===== config.mk =====
export PLATFORM = sky130hd
export DESIGN_NAME = hvsync_decoder
export DESIGN_NICKNAME = d
export VERILOG_FILES = /design/src/rtl/hvsync_decoder.sv
export SDC_FILE = /design/constraint.sdc
export NUM_CORES = 1
export LEC_CHECK = 0
export ABC_CLOCK_PERIOD_IN_PS = 4540
export CORE_UTILIZATION = 54
export CTS_CLUSTER_DIAMETER = 80
export DETAILED_ROUTE_END_ITERATION = 10
export GPL_TIMING_DRIVEN = 1
export PLACE_DENSITY = 0.79
export SKIP_LAST_GASP = 1
export SLEW_MARGIN = 10
export SYNTH_ARGS = -nofsm -noshare
export SYNTH_HDL_FRONTEND = slang
export SYNTH_SLANG_ARGS = --single-unit

===== constraint.sdc =====
create_clock -name clk -period 4.54 [get_ports clk]
set_input_delay 0.454 -clock clk [delete_from_list [all_inputs] [get_ports clk]]
set_output_delay 0.454 -clock clk [all_outputs]
set_load 0.02 [all_outputs]

===== src/rtl/hvsync_decoder.sv =====
// Receive side of a VGA-style sync interface: recovers beam position from hsync/vsync,
// measures line period and lines per frame, and qualifies display_on with a timing lock.
module hvsync_decoder #(
    parameter int H_DISPLAY   = 640,
    parameter int H_BACK      = 48,
    parameter int H_FRONT     = 16,
    parameter int H_SYNC      = 96,
    parameter int V_DISPLAY   = 480,
    parameter int V_TOP       = 33,
    parameter int V_BOTTOM    = 10,
    parameter int V_SYNC      = 2,
    parameter int SYNC_DELAY  = 2,
    parameter int LOCK_FRAMES = 2
) (
    input  logic               clk,
    input  logic               reset,
    input  logic               hsync_in,
    input  logic               vsync_in,
    output logic signed [15:0] hpos,
    output logic signed [15:0] vpos,
    output logic               display_on,
    output logic               locked,
    output logic               frame_start,
    output logic [15:0]        line_period,
    output logic [15:0]        frame_lines,
    output logic               sig_lost
);

    localparam int H_TOTAL = H_DISPLAY + H_BACK + H_FRONT + H_SYNC;
    localparam int V_TOTAL = V_DISPLAY + V_TOP + V_BOTTOM + V_SYNC;

    localparam logic [15:0] H_LAST     = 16'(H_TOTAL - 1);
    localparam logic [15:0] V_LAST     = 16'(V_TOTAL - 1);
    localparam logic [15:0] H_LOAD     = 16'(H_DISPLAY + H_FRONT + SYNC_DELAY);
    localparam logic [15:0] V_LOAD     = 16'(V_DISPLAY + V_BOTTOM);
    localparam logic [15:0] H_PERIOD   = 16'(H_TOTAL);
    localparam logic [15:0] V_LINES    = 16'(V_TOTAL);
    localparam logic [15:0] LOST_LIMIT = 16'(2 * H_TOTAL);
    localparam logic [15:0] H_VIS      = 16'(H_DISPLAY);
    localparam logic [15:0] V_VIS      = 16'(V_DISPLAY);
    localparam logic [7:0]  GOOD_NEED  = 8'(LOCK_FRAMES);

    typedef enum logic [1:0] {
        ST_UNLOCKED,
        ST_TRACKING,
        ST_LOCKED
    } state_t;

    state_t      state_q, state_d;
    logic        hs_d_q, hs_d_d;
    logic        vs_d_q, vs_d_d;
    logic [15:0] hpos_q, hpos_d;
    logic [15:0] vpos_q, vpos_d;
    logic [15:0] pcnt_q, pcnt_d;
    logic [15:0] lcnt_q, lcnt_d;
    logic [15:0] line_period_q, line_period_d;
    logic [15:0] frame_lines_q, frame_lines_d;
    logic        line_bad_q, line_bad_d;
    logic        frame_start_q, frame_start_d;
    logic [7:0]  gcnt_q, gcnt_d;

    logic        hrise;
    logic        vrise;
    logic        bad_line;
    logic [15:0] lines_now;
    logic        frame_ok;
    logic        lost;
    logic [7:0]  gcnt_inc;

    assign hrise     = hsync_in & ~hs_d_q;
    assign vrise     = vsync_in & ~vs_d_q;
    assign bad_line  = hrise && (pcnt_q != H_PERIOD);
    // A line ending on the very edge vsync rises still belongs to the frame being closed.
    assign lines_now = lcnt_q + {15'd0, hrise};
    assign frame_ok  = !(line_bad_q || bad_line) && (lines_now == V_LINES);
    assign lost      = pcnt_q > LOST_LIMIT;
    assign gcnt_inc  = gcnt_q + 8'd1;

    // NOTE: every *_d gets its hold value first, so no path through this block can infer a latch.
    always_comb begin
        hs_d_d        = hsync_in;
        vs_d_d        = vsync_in;
        hpos_d        = hpos_q;
        vpos_d        = vpos_q;
        pcnt_d        = pcnt_q;
        lcnt_d        = lcnt_q;
        line_period_d = line_period_q;
        frame_lines_d = frame_lines_q;
        line_bad_d    = line_bad_q;
        frame_start_d = vrise;
        state_d       = state_q;
        gcnt_d        = gcnt_q;

        if (hrise) begin
            hpos_d = H_LOAD;
        end else if (hpos_q == H_LAST) begin
            hpos_d = 16'd0;
        end else begin
            hpos_d = hpos_q + 16'd1;
        end

        if (vrise) begin
            vpos_d = V_LOAD;
        end else if (!hrise && (hpos_q == H_LAST)) begin
            vpos_d = (vpos_q == V_LAST) ? 16'd0 : vpos_q + 16'd1;
        end

        if (hrise) begin
            pcnt_d        = 16'd1;
            line_period_d = pcnt_q;
        end else if (pcnt_q != 16'hFFFF) begin
            pcnt_d = pcnt_q + 16'd1;
        end

        if (vrise) begin
            frame_lines_d = lines_now;
            lcnt_d        = {15'd0, hrise};
            line_bad_d    = 1'b0;
        end else begin
            lcnt_d        = lines_now;
            line_bad_d    = line_bad_q || bad_line;
        end

        unique case (state_q)
            ST_UNLOCKED: begin
                if (vrise) begin
                    state_d = ST_TRACKING;
                    gcnt_d  = 8'd0;
                end
            end
            ST_TRACKING: begin
                if (vrise) begin
                    if (frame_ok) begin
                        gcnt_d = gcnt_inc;
                        if (gcnt_inc >= GOOD_NEED) state_d = ST_LOCKED;
                    end else begin
                        gcnt_d = 8'd0;
                    end
                end
            end
            ST_LOCKED: begin
                if (bad_line || (vrise && !frame_ok)) begin
                    state_d = ST_UNLOCKED;
                    gcnt_d  = 8'd0;
                end
            end
            default: begin
                state_d = ST_UNLOCKED;
                gcnt_d  = 8'd0;
            end
        endcase

        // Loss of hsync overrides everything, including a vsync rise on the same edge.
        if (lost) begin
            state_d = ST_UNLOCKED;
            gcnt_d  = 8'd0;
        end
    end

    // NOTE: state registers use non-blocking assignments so every flop samples pre-edge values.
    always_ff @(posedge clk) begin
        if (reset) begin
            state_q       <= ST_UNLOCKED;
            hs_d_q        <= 1'b0;
            vs_d_q        <= 1'b0;
            hpos_q        <= 16'd0;
            vpos_q        <= 16'd0;
            pcnt_q        <= 16'd0;
            lcnt_q        <= 16'd0;
            line_period_q <= 16'd0;
            frame_lines_q <= 16'd0;
            line_bad_q    <= 1'b0;
            frame_start_q <= 1'b0;
            gcnt_q        <= 8'd0;
        end else begin
            state_q       <= state_d;
            hs_d_q        <= hs_d_d;
            vs_d_q        <= vs_d_d;
            hpos_q        <= hpos_d;
            vpos_q        <= vpos_d;
            pcnt_q        <= pcnt_d;
            lcnt_q        <= lcnt_d;
            line_period_q <= line_period_d;
            frame_lines_q <= frame_lines_d;
            line_bad_q    <= line_bad_d;
            frame_start_q <= frame_start_d;
            gcnt_q        <= gcnt_d;
        end
    end

    assign hpos        = signed'(hpos_q);
    assign vpos        = signed'(vpos_q);
    assign locked      = (state_q == ST_LOCKED);
    assign display_on  = locked && (hpos_q < H_VIS) && (vpos_q < V_VIS);
    assign frame_start = frame_start_q;
    assign line_period = line_period_q;
    assign frame_lines = frame_lines_q;
    assign sig_lost    = lost;

endmodule


==> results of run 1 <==
## power breakdown
| part | internal (uW) | switching, uW |
|---|---|---|
| sequential | 980 | 17.4 |
| combinational | 42.0 | 67.1 |
| clock | 220 | 337 |
| total | 1240 | 422 |
## metal layers
metal | wire length [um] | vias to the layer above | global-route usage (%)
met5 | 0 | - | 0
met4 | 184 | 0 | 7.81
met3 | 556 | 15 | 3.88
met2 | 5440 | 129 | 41.2
met1 | 5120 | 2074 | 31.2
li1 | - | 2189 | -
## through the flow
step	utilization, %	instance area, um^2	power (uW)
6_report	67.2	5890	1660
5_1_grt	67.2	5890	1720
4_1_cts	67.2	5890	1670
3_5_place_dp	65.1	5700	1130
3_3_place_gp	65.1	5700	1130
2_1_floorplan	-	4930	1080
## kinds of logic (layout without fill, tap and decap cells)
group / after synthesis / count (layout) / synth area share, %
AOI/OAI and AO/OA: 94 / 94 / 11.3
xor gates and xnor gates: 37 / 37 / 6.57
adders and majority gates: 10 / 10 / 2.54
buffers and inverters: 37 / 107 / 3.42
DFF: 110 / 110 / 44.6
muxes: 4 / 4 / 0.811
and+or+nand+nor: 305 / 305 / 30.7
## cells in the final DEF, fill, tap and decap left out, drive strengths merged, types with 4 or more instances in the layout
cell / count
a21oi: 32
a31oi: 6
and2: 6
and3: 6
buf: 4
clkbuf: 11
clkdlybuf4s50: 71
dfxtp: 110
ha: 10
inv: 17
mux2i: 4
nand2: 96
nand2b: 7
nand3: 31
nand4: 15
nor2: 82
nor2b: 5
nor3: 12
nor3b: 4
nor4: 12
o211ai: 4
o21ai: 31
or2: 5
or3: 10
or4: 6
xnor2: 18
xor2: 19
## area by class of cell
type	count	share of cell area, %
clock buffer	11	2.40
inverter	16	1.02
multi-input combinational	450	43.6
tap	108	2.30
timing repair buffer	75	12.6
sequential	110	37.4
clock inverter	5	0.723
## state kept, by name (all words and copies together), names as in the netlist
signal / cells
frame_lines: 16
frame_start: 1
gcnt_q: 8
hpos: 16
hs_d_q: 1
lcnt_q: 16
line_bad_q: 1
line_period: 16
pcnt_q: 16
state_q: 2
vpos: 16
vs_d_q: 1
## critical path, cell delays in order
cell and delay, ps:
clkdlybuf4s50_1 410, nand2b_1 120, inv_1 70, ha_1 230, ha_1 250, xnor2_1 170
or4_1 490, nor4_1 350, nand4_1 270, or3_1 420, a211oi_1 350, a31o_2 160
## final timing paths
kind,from,endpoint,slack [ps],cells past startpoint
setup / recovery,hsync_in,state_q[1],1120,12
hold / removal,line_period[2],line_period[2],460,2
setup reg to reg,hs_d_q,state_q[1],1290,11
hold reg to reg,line_period[2],line_period[2],460,2
==> summary.txt, run 1 <==
Clock network
  – CTS tree: done
  – Setup bufs post-CTS: 0
  – CTS Buf Count: 9
  – Sink Count: 110
  – Skew-Pair Late Insertion Delay: between 300 and 400 ps
  – H-tree Lvls: 3
  – Post-CTS sizing: 0
  – Root Driver: clkbuf_8
  – CTS Hold Buffers Added: 0
  – Deepest clock path buffer count: 2
  – Worst-path clk slew: roughly 100 ps

Synthesis
  – Warnings, synthesis: 0
  – Yosys reg bits: between 100 and 150
  – Post-synth EDFFs: 0
  – FFs w/ async S/R, synth: 0%
  – Main synth FF type: dfxtp_1
  – Mapped cell area: slightly below 5000 um^2
  – Synth area leader: dfxtp_1
  – Top post-synthesis cells by count: 110 x dfxtp_1, 95 x nand2_1, 82 x nor2_1, 32 x a21oi_1, 31 x nand3_1
  – Top-count cell post-synth: dfxtp_1
  – Sequential share of the synthesized area: between 40 and 50%
  – Count of cell types in the netlist: between 50 and 60
  – Synth area leaders: dfxtp_1 45%, nand2_1 7.2%, nor2_1 6.2%, xor2_1 3.4%, a21oi_1 3.2%
  – Mapped Cells: between 500 and 600
  – Post-Syn Nets: 611
  – Mean post-synth cell area: just over 8 um^2
  – Synth top area share: around 45%

Route
  – Routed WL per cell: roughly 15 um
  – Final wirelength: 11300 um
  – Initial DRC count: approximately 220
  – Drt first pass iters: 5
  – DR DRC count: 0
  – Final ANT Viol Nets: 0
  – Drt via density: ~5.7
  – Via count: 4407

Global routing
  – Initial antenna violation count: 0
  – Vias in the first global route: ~4200
  – Largest net degree at the start of global routing: 23
  – First-pass GRT wire length: 19100 um
  – Total Routing Usage GR: 24.2%
  – Total gr overflow: 0

Final layout
  – Number of diodes: 0
  – Fraction of layout instances using a drive strength above 1: 6.15%
  – Fillers: approximately 730
  – Area of the multi-input gates: 2560 um^2
  – Finished Layout Cells: just under 800
  – Area grow syn2layout: 19.3%
  – Sequential cell area: between 2000 and 2500 um^2
  – Nets: slightly below 700

Setup path
  – CP Max Fanout: 4
  – CP Launch Type: primary input
  – Worst setup EP type: flop
  – CP required: ~5000 ps
  – CP arrival: about 3800 ps
  – Crit Path Class: in -> reg

Floorplanning
  – Die W: around 98 um
  – Ports: 72
  – Die height: between 90 and 100 um
  – Core footprint: about 8800 um^2
  – DIE AREA: around 9500 um^2
  – FP Rows: 34
  – Initial Util: a little under three fifths

Timing
  – Period minus WS final: around 3400 ps
  – Clock skew: between 10 and 15 ps
  – Count of final hold-check violations: 0
  – Endpoints failing setup: 0
  – Final setup TNS: 0 ps
  – Final Hold Slack: roughly 460 ps
  – Final Cycle Share: 75.4%
  – Fmax: 0.292 GHz
  – Max-slew violations: 0
  – Fin worst setup slack: about 1100 ps
  – Worst slew pin tran: between 800 and 900 ps
  – RSZ-0062 raised after global routing: false
  – Rel. slew slack: ~46%

Placement
  – Port bufs: ~70
  – Post-Place Cells: about 760
  – Hpwl dp: approximately 8000 um
  – GP Congestion: between 0.8 and 0.9
  – DP Worst Slack: between 800 and 900 ps

Status
  – Status: finished, final reports clean

Power and ir drop
  – PD cells: around 280 nW/um^2
  – Maximum vdd drop: 0.195 mV
  – P_leak: between 0.002 and 0.0025 uW

Run
  – Maxcap violations: 0

Worst hold path
  – Hold WC Path Type: reg -> reg
(Power assumes the default switching activity.)
==> run 2, diff against run 1 <==
- ABC_CLOCK_PERIOD_IN_PS: 4540 -> 3400
- clock period: 4.54 -> 3.4 ns (I/O delays scaled with it)
==> summary.txt, run 2 (synthesis gave the netlist of run 1 again) <==
Route
  – Final wirelength: approximately 12000 um
  – Drt via density: between 5 and 6
  – Initial DRC count: about 250
  – Final ANT Viol Nets: 0
  – Via count: approximately 4500
  – Drt first pass iters: 5
  – DRT met1 WL: about 4900 um
  – Top sig layer: met4
  – Routed WL per cell: 14.8 um
  – DR DRC count: 0
  – Met3 Routed Length: about 600 um
  – WL met2: 5840 um

Timing
  – Worst slew pin tran: just under 800 ps
  – Period minus WS final: 3140 ps
  – Final setup TNS: 0 ps
  – Count of final hold-check violations: 0
  – Endpoints failing setup: 0
  – Final Cycle Share: roughly 92%
  – RSZ-0062 raised after global routing: false
  – Final Hold Slack: about 460 ps
  – Rel. slew slack: a little under half
  – Fmax: between 0.3 and 0.4 GHz
  – Clock skew: roughly 11 ps
  – Max-slew violations: 0

Setup path
  – CP Max Fanout: 8
  – CP Launch Type: primary input
  – Reg2Reg Setup Slack: approximately 340 ps
  – CP required: approximately 3700 ps
  – Worst setup EP type: flop
  – Crit Path Class: in -> reg
  – FF-to-FF path depth: 12
  – CP arrival: about 3400 ps
  – Reg-to-Reg Start: hs_d_q
  – Worst reg2reg path endpoint: gcnt_q[7]

Floorplanning
  – Initial Util: a little under three fifths
  – DIE AREA: 9520 um^2
  – FP Rows: 34
  – Die W: between 90 and 100 um
  – Die height: 97.6 um
  – Core footprint: 8760 um^2
  – Ports: 72

Worst hold path
  – Hold Crit Depth: 2
  – Min-delay src: frame_lines[9]
  – Hold WC Path Type: reg -> reg
  – Hold Path End: frame_lines[9]

Final layout
  – Nets: 682
  – Post-layout util: between 60% and 70%
  – Fraction of layout instances using a drive strength above 1: ~6.7%
  – Finished Layout Cells: a little under 800
  – Most frequent cells in the layout: 110 x dfxtp_1, 95 x nand2_1, 82 x nor2_1, 71 x clkdlybuf4s50_1, 32 x a21oi_1
  – Fin area: between 5000 and 6000 um^2
  – Most common cell after layout, fill and taps aside: dfxtp_1
  – Area grow syn2layout: 21.0%
  – Number of diodes: 0

Global routing
  – Total Routing Usage GR: roughly a quarter
  – Largest net degree at the start of global routing: 33
  – Initial antenna violation count: 0
  – Total gr overflow: 0
  – Vias in the first global route: 4251
  – First-pass GRT wire length: about 20000 um

Placement
  – GP Congestion: 0.832
  – Hpwl dp: roughly 8300 um
  – Post-Place Cells: 765
  – Port bufs: between 70 and 80
  – Dpl cell area: approximately 5700 um^2

Clock network
  – CTS tree: done
  – Post-CTS sizing: 0
  – Skew-Pair Late Insertion Delay: approximately 370 ps
  – CTS Buf Count: 9
  – H-tree Lvls: 3
  – Root Driver: clkbuf_8
  – Setup bufs post-CTS: 0
  – Deepest clock path buffer count: 2
  – Worst-path clk slew: 90 ps
  – Sink Count: 110
  – CTS Hold Buffers Added: 0

Power and ir drop
  – Maximum vdd drop: between 0.2 and 0.3 mV
  – PD cells: about 400 nW/um^2
  – P_leak: between 0.002 and 0.0025 uW

Status
  – Status: finished, final reports clean

Run
  – Maxcap violations: 0
run 2: stage by stage:
| step | power, uW | setup WS, ps |
|---|---|---|
| after detailed placement | 1510 | -10.1 |
| final | 2380 | 260 |
| after CTS | 2390 | 302 |
| after floorplan | 1450 | 216 |
| after global routing | 2460 | 66.9 |
| after global placement | 1500 | 100 |
run 2: how the worst max path moves through the flow:
| stage | from | to | slack (ps) | cells past startpoint |
|---|---|---|---|---|
| finish | hsync_in | gcnt_q[7] | 260 | 13 |
| global route | hsync_in | gcnt_q[2] | 70 | 13 |
| CTS | hsync_in | gcnt_q[7] | 300 | 13 |
| detailed placement | hsync_in | state_q[1] | -10 | 12 |
| global placement | hsync_in | gcnt_q[7] | 100 | 13 |
| floorplan | hs_d_q | gcnt_q[6] | 220 | 12 |
run 2: cell type report:
type	instances	area (um^2)
Clock buffer	10	128
Clock inverter	4	97.6
Fill cell	734	2790
Inverter	16	60.1
Multi-Input combinational cell	450	2560
Sequential cell	110	2200
Tap cell	108	135
Timing Repair Buffer	81	786
run 2: per-layer routing:
metal | vias to the layer above | track usage, %
li1 | 2202 | -
met1 | 2093 | 31.1
met2 | 154 | 43.4
met3 | 23 | 3.60
met4 | 0 | 10.6
met5 | - | 0
run 2: report_power, final:
part	internal [uW]	switching, uW	total (uW)
clock	482	421	903
sequential	1310	23.5	1330
combinational	57.6	91.9	149
run 2: critical path, cell delays in order:
cell             delay, ps
clkdlybuf4s50_1        480
nand2b_1               100
inv_1                   90
ha_1                   170
ha_1                   250
nand3_1                250
nor4_1                 360
a211oi_1                90
or4_4                  570
nor4_1                 310
o21bai_1               100
buf_4                  170
o221ai_1               160
==> run 3, diff against run 2 <==
- MAX_ROUTING_LAYER: default -> met4
- RECOVER_POWER: default -> 50
==> summary.txt, run 3 (synthesis gave the netlist of run 1 again) <==
Placement
  – GP Congestion: approximately 0.85
  – Port bufs: 71
  – DP Worst Slack: -43.2 ps
  – Hpwl dp: between 8000 and 9000 um

Setup path
  – Crit Path Class: in -> reg
  – Worst setup path start: hsync_in
  – CP required: approximately 3700 ps
  – Worst setup path endpoint: state_q[1]
  – FF-to-FF path depth: 11
  – CP arrival: around 3400 ps
  – CP Launch Type: primary input
  – Worst reg2reg path endpoint: state_q[1]
  – Reg2Reg Setup Slack: between 300 and 400 ps
  – Reg-to-Reg Start: hs_d_q
  – Worst setup EP type: flop
  – CP Max Fanout: 7

Power and ir drop
  – Switching pwr: 567 uW
  – Switching Fraction: between 20% and 30%
  – Clock power share: 34.2%
  – PD cells: 378 nW/um^2
  – Flop pwr share: 59.4%
  – Maximum vdd drop: between 0.15 and 0.2 mV
  – Comb pwr share: between 6 and 7%
  – Internal Power: 1680 uW
  – Pwr Total: between 2000 and 2500 uW
  – P_leak: 0.00227 uW

Floorplanning
  – Initial Util: between 50% and 60%
  – Die W: 97.6 um
  – Die height: 97.6 um
  – Ports: 72
  – FP Rows: 34
  – DIE AREA: 9520 um^2
  – Core footprint: just under 9000 um^2

Global routing
  – Initial antenna violation count: 0
  – Grt met1 use: 31.5%
  – Grt peak-use layer: met2
  – Met2 usage: between 40% and 50%
  – Total Routing Usage GR: around a quarter
  – First-pass GRT wire length: between 15000 and 20000 um
  – Largest net degree at the start of global routing: 33
  – Vias in the first global route: a little over 4000
  – Grt met3 use: 3.17%
  – Total gr overflow: 0

Route
  – Initial DRC count: 233
  – Drt via density: around 5.7
  – DR DRC count: 0
  – Routed WL per cell: roughly 14 um
  – Final wirelength: approximately 11000 um
  – Drt first pass iters: 5
  – Via count: approximately 4400
  – Final ANT Viol Nets: 0

Clock network
  – Worst-path clk slew: between 100 and 150 ps
  – Deepest clock path buffer count: 2
  – CTS Buf Count: 9
  – CTS tree: done
  – Skew-Pair Late Insertion Delay: approximately 370 ps
  – Setup bufs post-CTS: 0
  – Root Driver: clkbuf_8
  – Post-CTS sizing: 0
  – Sink Count: 110
  – H-tree Lvls: 3
  – CTS Hold Buffers Added: 0

Final layout
  – Nets: about 680
  – Fillers: between 700 and 800
  – Most frequent cells in the layout: 110 x dfxtp_1, 95 x nand2_1, 82 x nor2_1, 56 x dlygate4sd3_1, 32 x a21oi_1
  – Most common cell after layout, fill and taps aside: dfxtp_1
  – Area grow syn2layout: 20.3%
  – Number of diodes: 0
  – Fraction of layout instances using a drive strength above 1: under 10%

Timing
  – Final Hold Slack: 455 ps
  – Worst slew pin tran: ~1300 ps
  – Count of final hold-check violations: 0
  – Period minus WS final: a little over 3000 ps
  – Fmax: 0.323 GHz
  – Final Cycle Share: roughly nine tenths
  – Endpoints failing setup: 0
  – RSZ-0062 raised after global routing: false
  – Clock skew: 12.6 ps
  – Rel. slew slack: about 12%
  – Fin worst setup slack: 307 ps
  – Max-slew violations: 0

Status
  – Status: finished, final reports clean

Run
  – Maxcap violations: 0

Worst hold path
  – Hold WC Path Type: reg -> reg
## run 3: cell types whose count changed in the layout (fill, tap and decap cells not counted), sizes merged
cell           previous run  this run
buf                      10         8
bufinv                    3         0
clkbuf                   10        13
clkdlybuf4s50            71        15
clkinv                    0         5
clkinvlp                  1         0
dlygate4sd3               0        56
## run 3: power by group through the flow
stage / Combinational [uW] / Clock, uW / Sequential [uW]
final: 144 / 767 / 1330
after global routing: 157 / 828 / 1340
after CTS: 149 / 779 / 1330
after detailed placement: 149 / 0 / 1360
after global placement: 144 / 0 / 1360
after floorplan: 74.6 / 0 / 1370
## run 3: critical path: stages
cell and delay [ps]:
clkdlybuf4s50_1 480, nand2b_1 100, inv_1 100, ha_1 170
ha_1 230, nand3_1 230, nor4_1 360, a211oi_1 100
or4_4 570, or3_1 320, a211oi_1 280, a31o_2 150
## run 3: per-layer routing
metal / wire length [um] / up-vias
li1: - / 2201
met1: 5030 / 2098
met2: 5660 / 131
met3: 468 / 14
met4: 163 / 0
met5: 0 / -
## run 3: layout make-up
type                       instances  area [um^2]  area share (%)
clock buffer                      11          151            2.55
clock inverter                     5         43.8           0.738
inverter                          16         60.1            1.01
multi-input combinational        450         2560            43.2
sequential                       110         2200            37.1
tap                              108          135            2.28
timing repair buffer              81          778            13.1
## run 3: stage by stage
step,area [um^2],utilization [%],TNS (ps),std cells
global route,5930,67.7,0,781
CTS,5940,67.8,0,781
global placement,5750,65.6,0,765
finish,5930,67.7,0,781
floorplan,4930,-,0,597
detailed placement,5750,65.6,-43.2,765
## run 3: how the worst min path moves through the flow
stage,endpoint,depth (start not counted),from
5_1_grt,line_period[5],2,line_period[5]
4_1_cts,line_period[2],2,line_period[2]
3_5_place_dp,frame_lines[12],2,frame_lines[12]
6_report,frame_lines[12],2,frame_lines[12]
3_3_place_gp,frame_lines[12],2,frame_lines[12]
2_1_floorplan,vs_d_q,1,reset
